### config.mk
export PLATFORM = sky130hd
export DESIGN_NAME = dmem_bus_arbiter_flat
export DESIGN_NICKNAME = d
export VERILOG_FILES = /design/src/rtl/dmem_bus_arbiter_if.sv /design/src/rtl/dmem_bus_arbiter.sv /design/src/flat_wrapper.sv
export SDC_FILE = /design/constraint.sdc
export NUM_CORES = 1
export LEC_CHECK = 0
export ABC_CLOCK_PERIOD_IN_PS = 4600
export BUFFER_PORTS_ARGS = -buffer_cell sky130_fd_sc_hd__buf_2
export CAP_MARGIN = 20
export CORE_AREA = 2 2 120 122
export DETAILED_ROUTE_END_ITERATION = 16
export DIE_AREA = 0 0 122 124
export PLACE_DENSITY_LB_ADDON = 0.25
export SETUP_SLACK_MARGIN = 0.2
export SLEW_MARGIN = 25
export SYNTH_ARGS = -nofsm -noshare
export SYNTH_HDL_FRONTEND = slang
export SYNTH_SLANG_ARGS = --single-unit
### constraint.sdc
create_clock -name clk -period 4.6 [get_ports clk]
set_input_delay 1.15 -clock clk [delete_from_list [all_inputs] [get_ports clk]]
set_output_delay 1.15 -clock clk [all_outputs]
set_load 0.05 [all_outputs]
### src/rtl/dmem_bus_arbiter_if.sv
// Port bundle for dmem_bus_arbiter: core and debug request channels plus the shared Wishbone master side.
// The slave modport is the arbiter's view; master is the view of everything around it.
interface dmem_bus_arbiter_if #(
    parameter int AW = 32,
    parameter int DW = 32
);
    logic          core_req;
    logic          core_we;
    logic [AW-1:0] core_addr;
    logic [DW-1:0] core_wdata;
    logic [2:0]    core_op;
    logic [DW-1:0] core_rdata;
    logic          core_ack;
    logic          core_stall;

    logic          dbg_req;
    logic          dbg_we;
    logic [AW-1:0] dbg_addr;
    logic [DW-1:0] dbg_wdata;
    logic [2:0]    dbg_op;
    logic [DW-1:0] dbg_rdata;
    logic          dbg_ack;
    logic          dbg_err;

    logic          bus_cyc;
    logic          bus_stb;
    logic          bus_we;
    logic [AW-1:0] bus_addr;
    logic [DW-1:0] bus_wdata;
    logic [2:0]    bus_op;
    logic [DW-1:0] bus_rdata;
    logic          bus_ack;

    modport slave (
        input  core_req, core_we, core_addr, core_wdata, core_op,
        output core_rdata, core_ack, core_stall,
        input  dbg_req, dbg_we, dbg_addr, dbg_wdata, dbg_op,
        output dbg_rdata, dbg_ack, dbg_err,
        output bus_cyc, bus_stb, bus_we, bus_addr, bus_wdata, bus_op,
        input  bus_rdata, bus_ack
    );

    modport master (
        output core_req, core_we, core_addr, core_wdata, core_op,
        input  core_rdata, core_ack, core_stall,
        output dbg_req, dbg_we, dbg_addr, dbg_wdata, dbg_op,
        input  dbg_rdata, dbg_ack, dbg_err,
        input  bus_cyc, bus_stb, bus_we, bus_addr, bus_wdata, bus_op,
        output bus_rdata, bus_ack
    );
endinterface

### src/rtl/dmem_bus_arbiter.sv
// Round-robin arbiter sharing the data-memory Wishbone port between the core MEM stage and debug SBA.
// Optional ack timeout is compiled in with `define ARB_TIMEOUT_EN.
module dmem_bus_arbiter #(
    parameter int AW             = 32,
    parameter int DW             = 32,
    parameter int TIMEOUT_CYCLES = 255
) (
    input logic               clk,
    input logic               reset_n,
    dmem_bus_arbiter_if.slave arb
);
    typedef enum logic [1:0] {
        S_IDLE = 2'd0,
        S_CORE = 2'd1,
        S_DBG  = 2'd2
    } state_t;

    state_t state;
    logic   last_dbg;
    logic   timeout;
    logic   done;
    logic   core_pick;
    logic   core_ack_int;

    // Core wins when it is alone or when debug had the previous grant.
    assign core_pick = arb.core_req & (~arb.dbg_req | last_dbg);
    assign done      = (state != S_IDLE) & (arb.bus_ack | timeout);

`ifdef ARB_TIMEOUT_EN
    localparam int CW = ($clog2(TIMEOUT_CYCLES + 1) > 8) ? $clog2(TIMEOUT_CYCLES + 1) : 8;
    localparam logic [CW-1:0] LAST_WAIT  = CW'(TIMEOUT_CYCLES - 1);
    localparam logic [DW-1:0] ABORT_DATA = DW'(32'hDEADBEEF);

    logic [CW-1:0] wait_cnt;

    // A bus_ack on the last allowed cycle completes normally instead of aborting.
    assign timeout = (state != S_IDLE) & ~arb.bus_ack & (wait_cnt == LAST_WAIT);
`else
    // Without the timeout the arbiter waits for bus_ack forever.
    assign timeout = 1'b0 & (TIMEOUT_CYCLES != 0);
`endif

    always_ff @(posedge clk or negedge reset_n) begin
        if (!reset_n) begin
            state    <= S_IDLE;
            last_dbg <= 1'b1;
`ifdef ARB_TIMEOUT_EN
            wait_cnt <= '0;
`endif
        end else begin
            // NOTE: non-blocking here so every register sees pre-edge values of the others.
            case (state)
                S_IDLE: begin
                    if (core_pick) begin
                        state <= S_CORE;
                    end else if (arb.dbg_req) begin
                        state <= S_DBG;
                    end
                end
                S_CORE, S_DBG: begin
                    if (done) begin
                        state    <= S_IDLE;
                        last_dbg <= (state == S_DBG);
                    end
                end
                default: state <= S_IDLE;
            endcase
`ifdef ARB_TIMEOUT_EN
            if (state == S_IDLE || done) begin
                wait_cnt <= '0;
            end else begin
                wait_cnt <= wait_cnt + CW'(1);
            end
`endif
        end
    end

    always_comb begin
        // NOTE: every output gets a default first, so no path can infer a latch.
        arb.bus_cyc    = 1'b0;
        arb.bus_stb    = 1'b0;
        arb.bus_we     = 1'b0;
        arb.bus_addr   = {AW{1'b0}};
        arb.bus_wdata  = {DW{1'b0}};
        arb.bus_op     = 3'b000;
        core_ack_int   = 1'b0;
        arb.core_rdata = {DW{1'b0}};
        arb.dbg_ack    = 1'b0;
        arb.dbg_rdata  = {DW{1'b0}};
        case (state)
            S_CORE: begin
                arb.bus_cyc   = 1'b1;
                arb.bus_stb   = 1'b1;
                arb.bus_we    = arb.core_we;
                arb.bus_addr  = arb.core_addr;
                arb.bus_wdata = arb.core_wdata;
                arb.bus_op    = arb.core_op;
                core_ack_int  = arb.bus_ack | timeout;
                if (arb.bus_ack) begin
                    arb.core_rdata = arb.bus_rdata;
                end
`ifdef ARB_TIMEOUT_EN
                else if (timeout) begin
                    arb.core_rdata = ABORT_DATA;
                end
`endif
            end
            S_DBG: begin
                arb.bus_cyc   = 1'b1;
                arb.bus_stb   = 1'b1;
                arb.bus_we    = arb.dbg_we;
                arb.bus_addr  = arb.dbg_addr;
                arb.bus_wdata = arb.dbg_wdata;
                arb.bus_op    = arb.dbg_op;
                arb.dbg_ack   = arb.bus_ack;
                if (arb.bus_ack) begin
                    arb.dbg_rdata = arb.bus_rdata;
                end
            end
            default: ;
        endcase
    end

    assign arb.core_ack   = core_ack_int;
    assign arb.core_stall = arb.core_req & ~core_ack_int;
    assign arb.dbg_err    = (state == S_DBG) & timeout;
endmodule

### src/flat_wrapper.sv
// flat-port wrapper written by rule: the top's interface ports become plain ports
module dmem_bus_arbiter_flat 
#(
    parameter int AW             = 32,
    parameter int DW             = 32,
    parameter int TIMEOUT_CYCLES = 255
)
  (clk, reset_n, arb_core_req, arb_core_we, arb_core_addr, arb_core_wdata, arb_core_op, arb_core_rdata, arb_core_ack, arb_core_stall, arb_dbg_req, arb_dbg_we, arb_dbg_addr, arb_dbg_wdata, arb_dbg_op, arb_dbg_rdata, arb_dbg_ack, arb_dbg_err, arb_bus_cyc, arb_bus_stb, arb_bus_we, arb_bus_addr, arb_bus_wdata, arb_bus_op, arb_bus_rdata, arb_bus_ack);
  dmem_bus_arbiter_if #(.AW(AW), .DW(DW)) arb_i ();
  input logic clk;
  input logic reset_n;
  input wire logic [$bits(arb_i.core_req)-1:0] arb_core_req;
  input wire logic [$bits(arb_i.core_we)-1:0] arb_core_we;
  input wire logic [$bits(arb_i.core_addr)-1:0] arb_core_addr;
  input wire logic [$bits(arb_i.core_wdata)-1:0] arb_core_wdata;
  input wire logic [$bits(arb_i.core_op)-1:0] arb_core_op;
  output wire logic [$bits(arb_i.core_rdata)-1:0] arb_core_rdata;
  output wire logic [$bits(arb_i.core_ack)-1:0] arb_core_ack;
  output wire logic [$bits(arb_i.core_stall)-1:0] arb_core_stall;
  input wire logic [$bits(arb_i.dbg_req)-1:0] arb_dbg_req;
  input wire logic [$bits(arb_i.dbg_we)-1:0] arb_dbg_we;
  input wire logic [$bits(arb_i.dbg_addr)-1:0] arb_dbg_addr;
  input wire logic [$bits(arb_i.dbg_wdata)-1:0] arb_dbg_wdata;
  input wire logic [$bits(arb_i.dbg_op)-1:0] arb_dbg_op;
  output wire logic [$bits(arb_i.dbg_rdata)-1:0] arb_dbg_rdata;
  output wire logic [$bits(arb_i.dbg_ack)-1:0] arb_dbg_ack;
  output wire logic [$bits(arb_i.dbg_err)-1:0] arb_dbg_err;
  output wire logic [$bits(arb_i.bus_cyc)-1:0] arb_bus_cyc;
  output wire logic [$bits(arb_i.bus_stb)-1:0] arb_bus_stb;
  output wire logic [$bits(arb_i.bus_we)-1:0] arb_bus_we;
  output wire logic [$bits(arb_i.bus_addr)-1:0] arb_bus_addr;
  output wire logic [$bits(arb_i.bus_wdata)-1:0] arb_bus_wdata;
  output wire logic [$bits(arb_i.bus_op)-1:0] arb_bus_op;
  input wire logic [$bits(arb_i.bus_rdata)-1:0] arb_bus_rdata;
  input wire logic [$bits(arb_i.bus_ack)-1:0] arb_bus_ack;
  assign arb_i.core_req = arb_core_req;
  assign arb_i.core_we = arb_core_we;
  assign arb_i.core_addr = arb_core_addr;
  assign arb_i.core_wdata = arb_core_wdata;
  assign arb_i.core_op = arb_core_op;
  assign arb_core_rdata = arb_i.core_rdata;
  assign arb_core_ack = arb_i.core_ack;
  assign arb_core_stall = arb_i.core_stall;
  assign arb_i.dbg_req = arb_dbg_req;
  assign arb_i.dbg_we = arb_dbg_we;
  assign arb_i.dbg_addr = arb_dbg_addr;
  assign arb_i.dbg_wdata = arb_dbg_wdata;
  assign arb_i.dbg_op = arb_dbg_op;
  assign arb_dbg_rdata = arb_i.dbg_rdata;
  assign arb_dbg_ack = arb_i.dbg_ack;
  assign arb_dbg_err = arb_i.dbg_err;
  assign arb_bus_cyc = arb_i.bus_cyc;
  assign arb_bus_stb = arb_i.bus_stb;
  assign arb_bus_we = arb_i.bus_we;
  assign arb_bus_addr = arb_i.bus_addr;
  assign arb_bus_wdata = arb_i.bus_wdata;
  assign arb_bus_op = arb_i.bus_op;
  assign arb_i.bus_rdata = arb_bus_rdata;
  assign arb_i.bus_ack = arb_bus_ack;
  dmem_bus_arbiter #(.AW(AW), .DW(DW), .TIMEOUT_CYCLES(TIMEOUT_CYCLES)) u_core (.clk(clk), .reset_n(reset_n), .arb(arb_i));
endmodule
* Yosys cells after proc, flatten, opt, wreduce, memory -nomap -nowiden
Cells that the tools add are included.
Word-level totals: flip-flop bits (word level) 3, input bits 173, output and inout bits 138, logic and storage cells 31
Operators by class: eq/ne operators 4, multiplexer cells 14, bitwise operators 6, reduce and logical (&&, ||, !) cells 5
Operators with widths (number):
- 32-bit case mux with 2 select lines | 2
- 32-bit two-way mux | 3
- 2-bit two-way mux | 3
- 3-bit case mux with 2 select lines | 1
- 2-bit case mux with 2 select lines | 1
- 2-bit AND reduction | 2
- 1-bit AND | 3
- 1-bit two-way mux | 3
- 3-bit by 2-bit inequality test with 1-bit output (second input constant) | 1
- 2-bit by 1-bit == test with 1-bit output (second input constant) | 1
- 2-bit == test (second input constant) | 1
- 2-bit logical NOT | 1
- 2-bit by 1-bit inequality test with 1-bit output (second input constant) | 1
- 1-bit inverter | 2
- 1-bit case mux with 2 select lines | 1
- 2-bit nonzero test | 1
- 2-bit OR reduction | 1
- 1-bit OR | 1

* Longest topological paths before layout
Gate-level depths: netlist of run 1.
depth in word-level cells 5, mapped depth 6, gate-level depth less buffers 5

* Least setup slack after synthesis of run 1
Ideal clock, no wire load.
path kind reg-to-output, start point register u_core.state[1], end point output arb_bus_wdata[14], data arrival time 2230 ps, data required time 3450 ps, path slack 1220 ps, cell stages (with the launch flop) 7, buffers on the path 3, cell sequence dfrtp_1 inv_1 ha_1 buf_6 buf_2 buf_2 nor2b_1
On the way: cells in the longest elaborated chain, start to end 2, elaborated cells on any way between the ends 3, classes of those cells 2 x eq/ne; 1 x mux
RTL lines:
- start, declared | line dmem_bus_arbiter.sv:18 | state_t state;
- start signal, assigned | line dmem_bus_arbiter.sv:45 | state <= S_IDLE;
- start signal, assigned | line dmem_bus_arbiter.sv:55 | state <= S_CORE;
- start signal, assigned | line dmem_bus_arbiter.sv:57 | state <= S_DBG;
- 2-bit == test or 2-bit by 1-bit == test with 1-bit output (tied branches) | line dmem_bus_arbiter.sv:90 | case (state)
- 32-bit case mux with 2 select lines * | line dmem_bus_arbiter.sv:90
- end, declared | line flat_wrapper.sv:32 | output wire logic [$bits(arb_i.bus_wdata)-1:0] arb_bus_wdata;
Every way passes the cells marked *; elsewhere a longest branch is shown, timed or not.

* Final worst setup path of run 1
start point register u_core.state[0], end point output arb_bus_wdata[25]
Same word-level chain as after synthesis.

==> results of run 1 <==
[where the power goes]
part / total, W / internal, W / switching, W
clock network: 0.000138 / 0.000114 / 0.0000236
registers: 0.0000494 / 0.0000403 / 0.00000909
logic: 0.00208 / 0.000591 / 0.00149
[cells in the final DEF, fill, tap and decap left out, types with 2 or more instances in the layout]
master	count
buf_2	309
nor2b_1	69
a22oi_1	68
and3_1	64
clkbuf_16	3
inv_1	2
and2_1	2
nor2_1	2
ha_1	2
dfrtp_1	2
[sequential cells by signal (all words and copies together), names as in the netlist]
signal	flops
u_core.state	2
u_core.last_dbg	1
[worst min path at each step]
stage	depth (start not counted)	slack (ns)	start	endpoint
finish	1	0.58	u_core.state[1]	u_core.state[1]
global route	1	0.64	u_core.state[1]	u_core.state[1]
CTS	1	0.59	u_core.state[1]	u_core.state[1]
detailed placement	1	0.58	u_core.state[1]	u_core.state[1]
global placement	1	0.58	u_core.state[1]	u_core.state[1]
floorplan	1	0.53	u_core.state[1]	u_core.state[1]
[layout make-up]
cell class / instances / share of cell area (%)
clock buffer: 4 / 2.27
inverter: 2 / 0.216
multi-input combinational: 219 / 43.6
tap: 180 / 6.48
timing repair buffer: 311 / 45.3
sequential: 3 / 2.20
[layer usage]
metal	part of all wire [%]	track usage (%)
met1	37	13.3
met2	52	22.2
met3	11	1.92
met4	0.34	1.08
met5	0	0
[stage by stage]
step	utilization [%]	cells	worst slack, ns	hold WS (ns)	total power [W]
after floorplan	-	263	1.22	0.535	0.00174
after global placement	24.8	715	1.16	0.577	0.00213
after detailed placement	24.8	715	1.12	0.577	0.00213
after CTS	25.3	719	1.00	0.586	0.00228
after global routing	25.3	719	0.861	0.638	0.00241
final	25.3	719	1.03	0.583	0.00227
[logic make-up (layout without fill, tap and decap cells)]
logic type / count (synthesis) / in the layout / share of synthesized area (%)
AND/OR/NAND/NOR: 141 / 141 / 49.4
AO/OA/AOI/OAI: 71 / 71 / 29.9
buffers and inverters: 41 / 317 / 12.0
adder cells (fa/ha/maj): 4 / 4 / 2.79
flip-flops: 3 / 3 / 4.26
multiplexers: 2 / 2 / 1.47
other: 1 / 1 / 0.209
==> flow_metrics.env, run 1 <==
export IMPL_hold_buffers=0
export IMPL_clkTransAtPathRegs_ns=0.03
export IMPL_coreArea_mm2=0.0137
export IMPL_reg2reg_slack_ns=2.55
export IMPL_period_needed_ns=3.57
export IMPL_post_route_drc_count=0
export IMPL_endpoint_kind="output port"
export IMPL_synth_cell_types=24
export IMPL_worstPathCellList="inv_1, ha_2, buf_12, a22oi_1, nor2b_1, buf_2"
export IMPL_critPathBufInv=3
export IMPL_critical_path_top_delay_family="buffers and inverters"
export IMPL_syn_cell_area_mm2=0.00179
export IMPL_dpl_cell_area_mm2=0.00340
export IMPL_start_util_pct=13.1
export IMPL_syn_num_nets=440
export IMPL_worstPathArrival_ns=2.42
export IMPL_cts_tree="done"
export IMPL_rr_startpoint="u_core.state[0]"
export IMPL_first_pass_iters=5
export IMPL_stdcell_area_mm2=0.00348
export IMPL_cp_endpoint="arb_bus_wdata[25]"
export IMPL_cap_violations=0
export IMPL_reg2reg_depth=6
export IMPL_start_kind="register"
export IMPL_ys_ff_latch=3
export IMPL_cts_buffer_depth=2
export IMPL_critPathLaunch="u_core.state[0]"
export IMPL_post_cts_buffers=0
export IMPL_hold_path_class="register to register"
export IMPL_gp_congestion=0.851
export IMPL_fill_cells=1523
export IMPL_synth_top_area_share_pct=28.5
export IMPL_avgSynthCellArea_um2=6.81
export IMPL_async_reset_ff_share_pct=100
export IMPL_post_dp_hpwl_mm=8.16
export IMPL_worst_pin_slew_ns=0.993
export IMPL_critPathMaxStageDelay_ns=0.70
export IMPL_drive_gt1_share_pct=59.6
export IMPL_cts_buffers=3
export IMPL_wl_per_cell_um=14.2
export IMPL_cts_sinks=3
export IMPL_clkLatencyLatePin_ns=0.22
export IMPL_fin_tns_setup_ns=0
export IMPL_antenna_cells=0
export IMPL_rsz0062_at_grt="no"
export IMPL_synthTopCellsByArea="a22oi_1 (28%), nor2b_1 (24%), and3_1 (22%), buf_2 (4.2%), buf_4 (3.8%)"
export IMPL_worst_r2r_endpoint="u_core.state[1]"
export IMPL_ctsHtreeMaxLevel=1
export IMPL_viasPerCell=4.38
export IMPL_antenna_found_initial=0
export IMPL_drt_wl_total_mm=10.2
export IMPL_synth_largest_area_cell="a22oi_1"
export IMPL_critPathMaxFanout=54
export IMPL_synth_commonest_cells="nor2b_1 (69), a22oi_1 (68), and3_1 (64)"
export IMPL_io_pins=311
export IMPL_synth_edf_count=0
export IMPL_num_nets_final=717
export IMPL_slew_violations=0
export IMPL_critPathKind="register to output port"
export IMPL_powerDensity_mw_per_mm2=653
export IMPL_p_leak_nw=2.16
export IMPL_vias=3148
export IMPL_hold_violations=0
export IMPL_register_area_um2=76.3
export IMPL_port_buffers=309
export IMPL_yosysWarnings=0
export IMPL_status="finished, final reports clean"
export IMPL_ir_drop_uv=260
export IMPL_slew_headroom_pct=33.8
export IMPL_path_depth=6
export IMPL_grt_overflow=0
export IMPL_grt_start_max_net_pins=102
export IMPL_grt_usage_pct=11.3
export IMPL_drt_iter0_drc=167
export IMPL_multi_input_area_mm2=0.00152
export IMPL_area_delta_synth_final_pct=94.1
export IMPL_cp_slowest_cell="ha_2"
export IMPL_die_area_mm2=0.0151
export IMPL_finalSetupViolations=0
export IMPL_detail_route_antenna_nets=0
export IMPL_placementRows=43
export IMPL_fin_skew_ns=0.00110
export IMPL_postSynthCellCount=263
export IMPL_cts_root_buf="clkbuf_16"
export IMPL_die_h_um=124
export IMPL_die_w_um=122
export IMPL_synthFlopType="dfrtp_1"
export IMPL_finalCritPeriodShare_pct=77.6
export IMPL_grt_pass1_wl_mm=14.1
export IMPL_cts_resized=0
export IMPL_required_ns=3.45
export IMPL_grt_pass1_vias=2870
export IMPL_synth_most_common_cell="nor2b_1"
export IMPL_fmax_mhz=280
export IMPL_yosysSeqAreaShare_pct=4.26
Note: power is estimated with default switching activity, not from simulation.
==> inputs of run 2 (changes only) <==
--- a/config.mk
+++ b/config.mk
@@ -5,12 +5,13 @@
 export SDC_FILE = /design/constraint.sdc
 export NUM_CORES = 1
 export LEC_CHECK = 0
-export ABC_CLOCK_PERIOD_IN_PS = 4600
+export ABC_AREA = 1
+export ABC_CLOCK_PERIOD_IN_PS = 3510
 export BUFFER_PORTS_ARGS = -buffer_cell sky130_fd_sc_hd__buf_2
 export CAP_MARGIN = 20
-export CORE_AREA = 2 2 120 122
+export CORE_AREA = 2 2 122 124
 export DETAILED_ROUTE_END_ITERATION = 16
-export DIE_AREA = 0 0 122 124
+export DIE_AREA = 0 0 124 126
 export PLACE_DENSITY_LB_ADDON = 0.25
 export SETUP_SLACK_MARGIN = 0.2
 export SLEW_MARGIN = 25
==> constraint.sdc (replaced) <==
create_clock -name clk -period 3.51 [get_ports clk]
set_input_delay 0.8775 -clock clk [delete_from_list [all_inputs] [get_ports clk]]
set_output_delay 0.8775 -clock clk [all_outputs]
set_load 0.05 [all_outputs]
==> run 2 against run 1 <==
Against the previous run: synthesized cell count up 40%; core utilization down 1.7 points; clock-buffer cell count unchanged; design area down 2.7%; sequential power up 32%; non-clock buffer count up 5; synthesized area down 7.8%; clock power up 30%; sequential share of layout area up 0.061 points; highest routed layer unchanged.
==> flow_metrics.env, run 2 <==
export IMPL_critPathMaxFanout=32
export IMPL_path_depth=7
export IMPL_io_pins=311
export IMPL_fin_skew_ns=0.000143
export IMPL_syn_cell_area_mm2=0.00165
export IMPL_async_reset_ff_share_pct=100
export IMPL_num_nets_final=835
export IMPL_synth_most_common_cell="nand2_1"
export IMPL_die_area_mm2=0.0156
export IMPL_cp_slowest_cell="dfrtp_1"
export IMPL_swShare_pct=73.2
export IMPL_critPathBufInv=4
export IMPL_timing_hold_ws_ns=0.452
export IMPL_slew_violations=0
export IMPL_p_leak_nw=2.17
export IMPL_cts_buffers=3
export IMPL_synthTopCellsByArea="nand2_1 (33%), a21oi_1 (21%), nor2_1 (15%), inv_1 (9.3%), buf_2 (5.5%)"
export IMPL_register_area_um2=76.3
export IMPL_start_util_pct=11.5
export IMPL_first_pass_iters=4
export IMPL_cts_root_buf="clkbuf_16"
export IMPL_post_cts_buffers=0
export IMPL_viasPerCell=3.87
export IMPL_critPathMaxStageDelay_ns=0.39
export IMPL_fmax_mhz=348
export IMPL_post_route_drc_count=0
export IMPL_detail_route_antenna_nets=0
export IMPL_reg2reg_depth=7
export IMPL_antenna_found_initial=2
export IMPL_required_ns=2.63
export IMPL_fin_tns_setup_ns=0
export IMPL_synth_largest_area_cell="nand2_1"
export IMPL_endpoint_kind="output port"
export IMPL_synth_edf_count=0
export IMPL_cts_tree="done"
export IMPL_clkLatencyLatePin_ns=0.22
export IMPL_worstPathCellList="inv_1, ha_2, buf_4, nand2_1, buf_4, nor2_1, buf_2"
export IMPL_avgSynthCellArea_um2=4.49
export IMPL_synth_cell_types=15
export IMPL_yosysWarnings=0
export IMPL_hold_violations=0
export IMPL_cts_buffer_depth=2
export IMPL_power_frac_seq_pct=2.4
export IMPL_grt_usage_pct=11.0
export IMPL_antenna_cells=0
export IMPL_cts_sinks=3
export IMPL_critical_path_top_delay_family="buffers and inverters"
export IMPL_syn_num_nets=545
export IMPL_vias=3251
export IMPL_hold_path_class="input pin to asynchronous set/reset pin"
export IMPL_port_buffers=309
export IMPL_layout_common_cells="buf_2 (309), nand2_1 (147), a21oi_1 (70)"
export IMPL_drt_iter0_drc=90
export IMPL_clkTransAtPathRegs_ns=0.03
export IMPL_grt_start_max_net_pins=52
export IMPL_crit_top_cell="buf_4"
export IMPL_synthFlopType="dfrtp_1"
export IMPL_powerDensity_mw_per_mm2=809
export IMPL_ir_drop_uv=304
export IMPL_drt_wl_total_mm=9.71
export IMPL_die_h_um=126
export IMPL_synth_top_area_share_pct=33.4
export IMPL_finalCritPeriodShare_pct=81.9
export IMPL_postSynthCellCount=368
export IMPL_p_int_w=0.000732
export IMPL_final_common_cell="buf_2"
export IMPL_top_regs="u_core.state x2, u_core.last_dbg x1"
export IMPL_period_needed_ns=2.87
export IMPL_ctsHtreeMaxLevel=1
export IMPL_rsz0062_at_grt="no"
export IMPL_grt_pass1_wl_mm=13.7
export IMPL_wl_per_cell_um=11.5
export IMPL_start_kind="register"
export IMPL_largest_reg_flops=2
export IMPL_grt_pass1_vias=2852
export IMPL_power_switching_w=0.00200
export IMPL_placementRows=44
export IMPL_die_w_um=124
export IMPL_synth_commonest_cells="nand2_1 (147), a21oi_1 (70), nor2_1 (66)"
export IMPL_area_delta_synth_final_pct=105
export IMPL_drive_gt1_share_pct=49.2
export IMPL_post_dp_hpwl_mm=8.03
export IMPL_ys_ff_latch=3
export IMPL_top_register="u_core.state"
export IMPL_finalSetupViolations=0
export IMPL_worstPathArrival_ns=2.00
export IMPL_yosysSeqAreaShare_pct=4.62
export IMPL_grt_overflow=0
export IMPL_cts_resized=0
export IMPL_gp_congestion=0.725
export IMPL_multi_input_area_mm2=0.00123
export IMPL_fill_cells=1710
export IMPL_status="finished, final reports clean"
export IMPL_fin_util_pct=23.6
export IMPL_critPathKind="register to output port"
export IMPL_cap_violations=0
export IMPL_coreArea_mm2=0.0143
export IMPL_p_comb_share_pct=91.0
export IMPL_pwr_share_clk_pct=6.6
export IMPL_hold_buffers=0
-- run 2: final cells by class --
type | count | area share [%]
Timing Repair Buffer | 316 | 47.6
Multi-Input combinational cell | 292 | 36.3
Tap cell | 184 | 6.80
Inverter | 42 | 4.66
Clock buffer | 4 | 2.33
Sequential cell | 3 | 2.26
-- run 2: stage by stage --
stage                     instances  total power, W  setup WS [ns]  instance area [um2]
after global placement          837         0.00262          0.717                 3300
after global routing            841         0.00295          0.477                 3380
after floorplan                 368         0.00205          0.385                 1650
after detailed placement        837         0.00260          0.709                 3300
final                           841         0.00274          0.637                 3380
after CTS                       841         0.00278          0.593                 3380
-- run 2: worst paths after layout --
check	from	to	slack, ns
worst min register to register	u_core.last_dbg	u_core.last_dbg	0.49
worst max-delay path	u_core.state[0]	arb_dbg_rdata[2]	0.64
worst min-delay path	reset_n	u_core.state[1]	0.45
max in group asynchronous	reset_n	u_core.last_dbg	2.86
worst max register to register	u_core.state[1]	u_core.state[1]	2.21
min in group clk	u_core.last_dbg	u_core.last_dbg	0.49
-- run 2: cells by family (layout without fill, tap and decap cells) --
family                     count (synthesis)  count (layout)  synth area share, %
AOI/OAI and AO/OA                         71              71                 21.5
and+or+nand+nor                          216             216                 49.3
adders and majority gates                  4               4                 3.03
DFF                                        3               3                 4.62
other                                      1               1                0.227
buffers and inverters                     73             362                 21.3
-- run 2: power groups by stage --
stage	Combinational [W]	Sequential, W	Clock, W
4_1_cts	0.00253	0.0000654	0.000182
6_report	0.00249	0.0000654	0.000180
5_1_grt	0.00269	0.0000676	0.000185
3_5_place_dp	0.00253	0.0000657	0
2_1_floorplan	0.00198	0.0000625	0
3_3_place_gp	0.00255	0.0000650	0
-- run 2: routing by layer --
metal	track usage (%)	share of wire, %	vias up
met5	0	0	-
met4	2.12	0.97	0
met3	1.63	11	8
met2	22.8	53	204
met1	11.1	35	1357
li1	-	-	1682
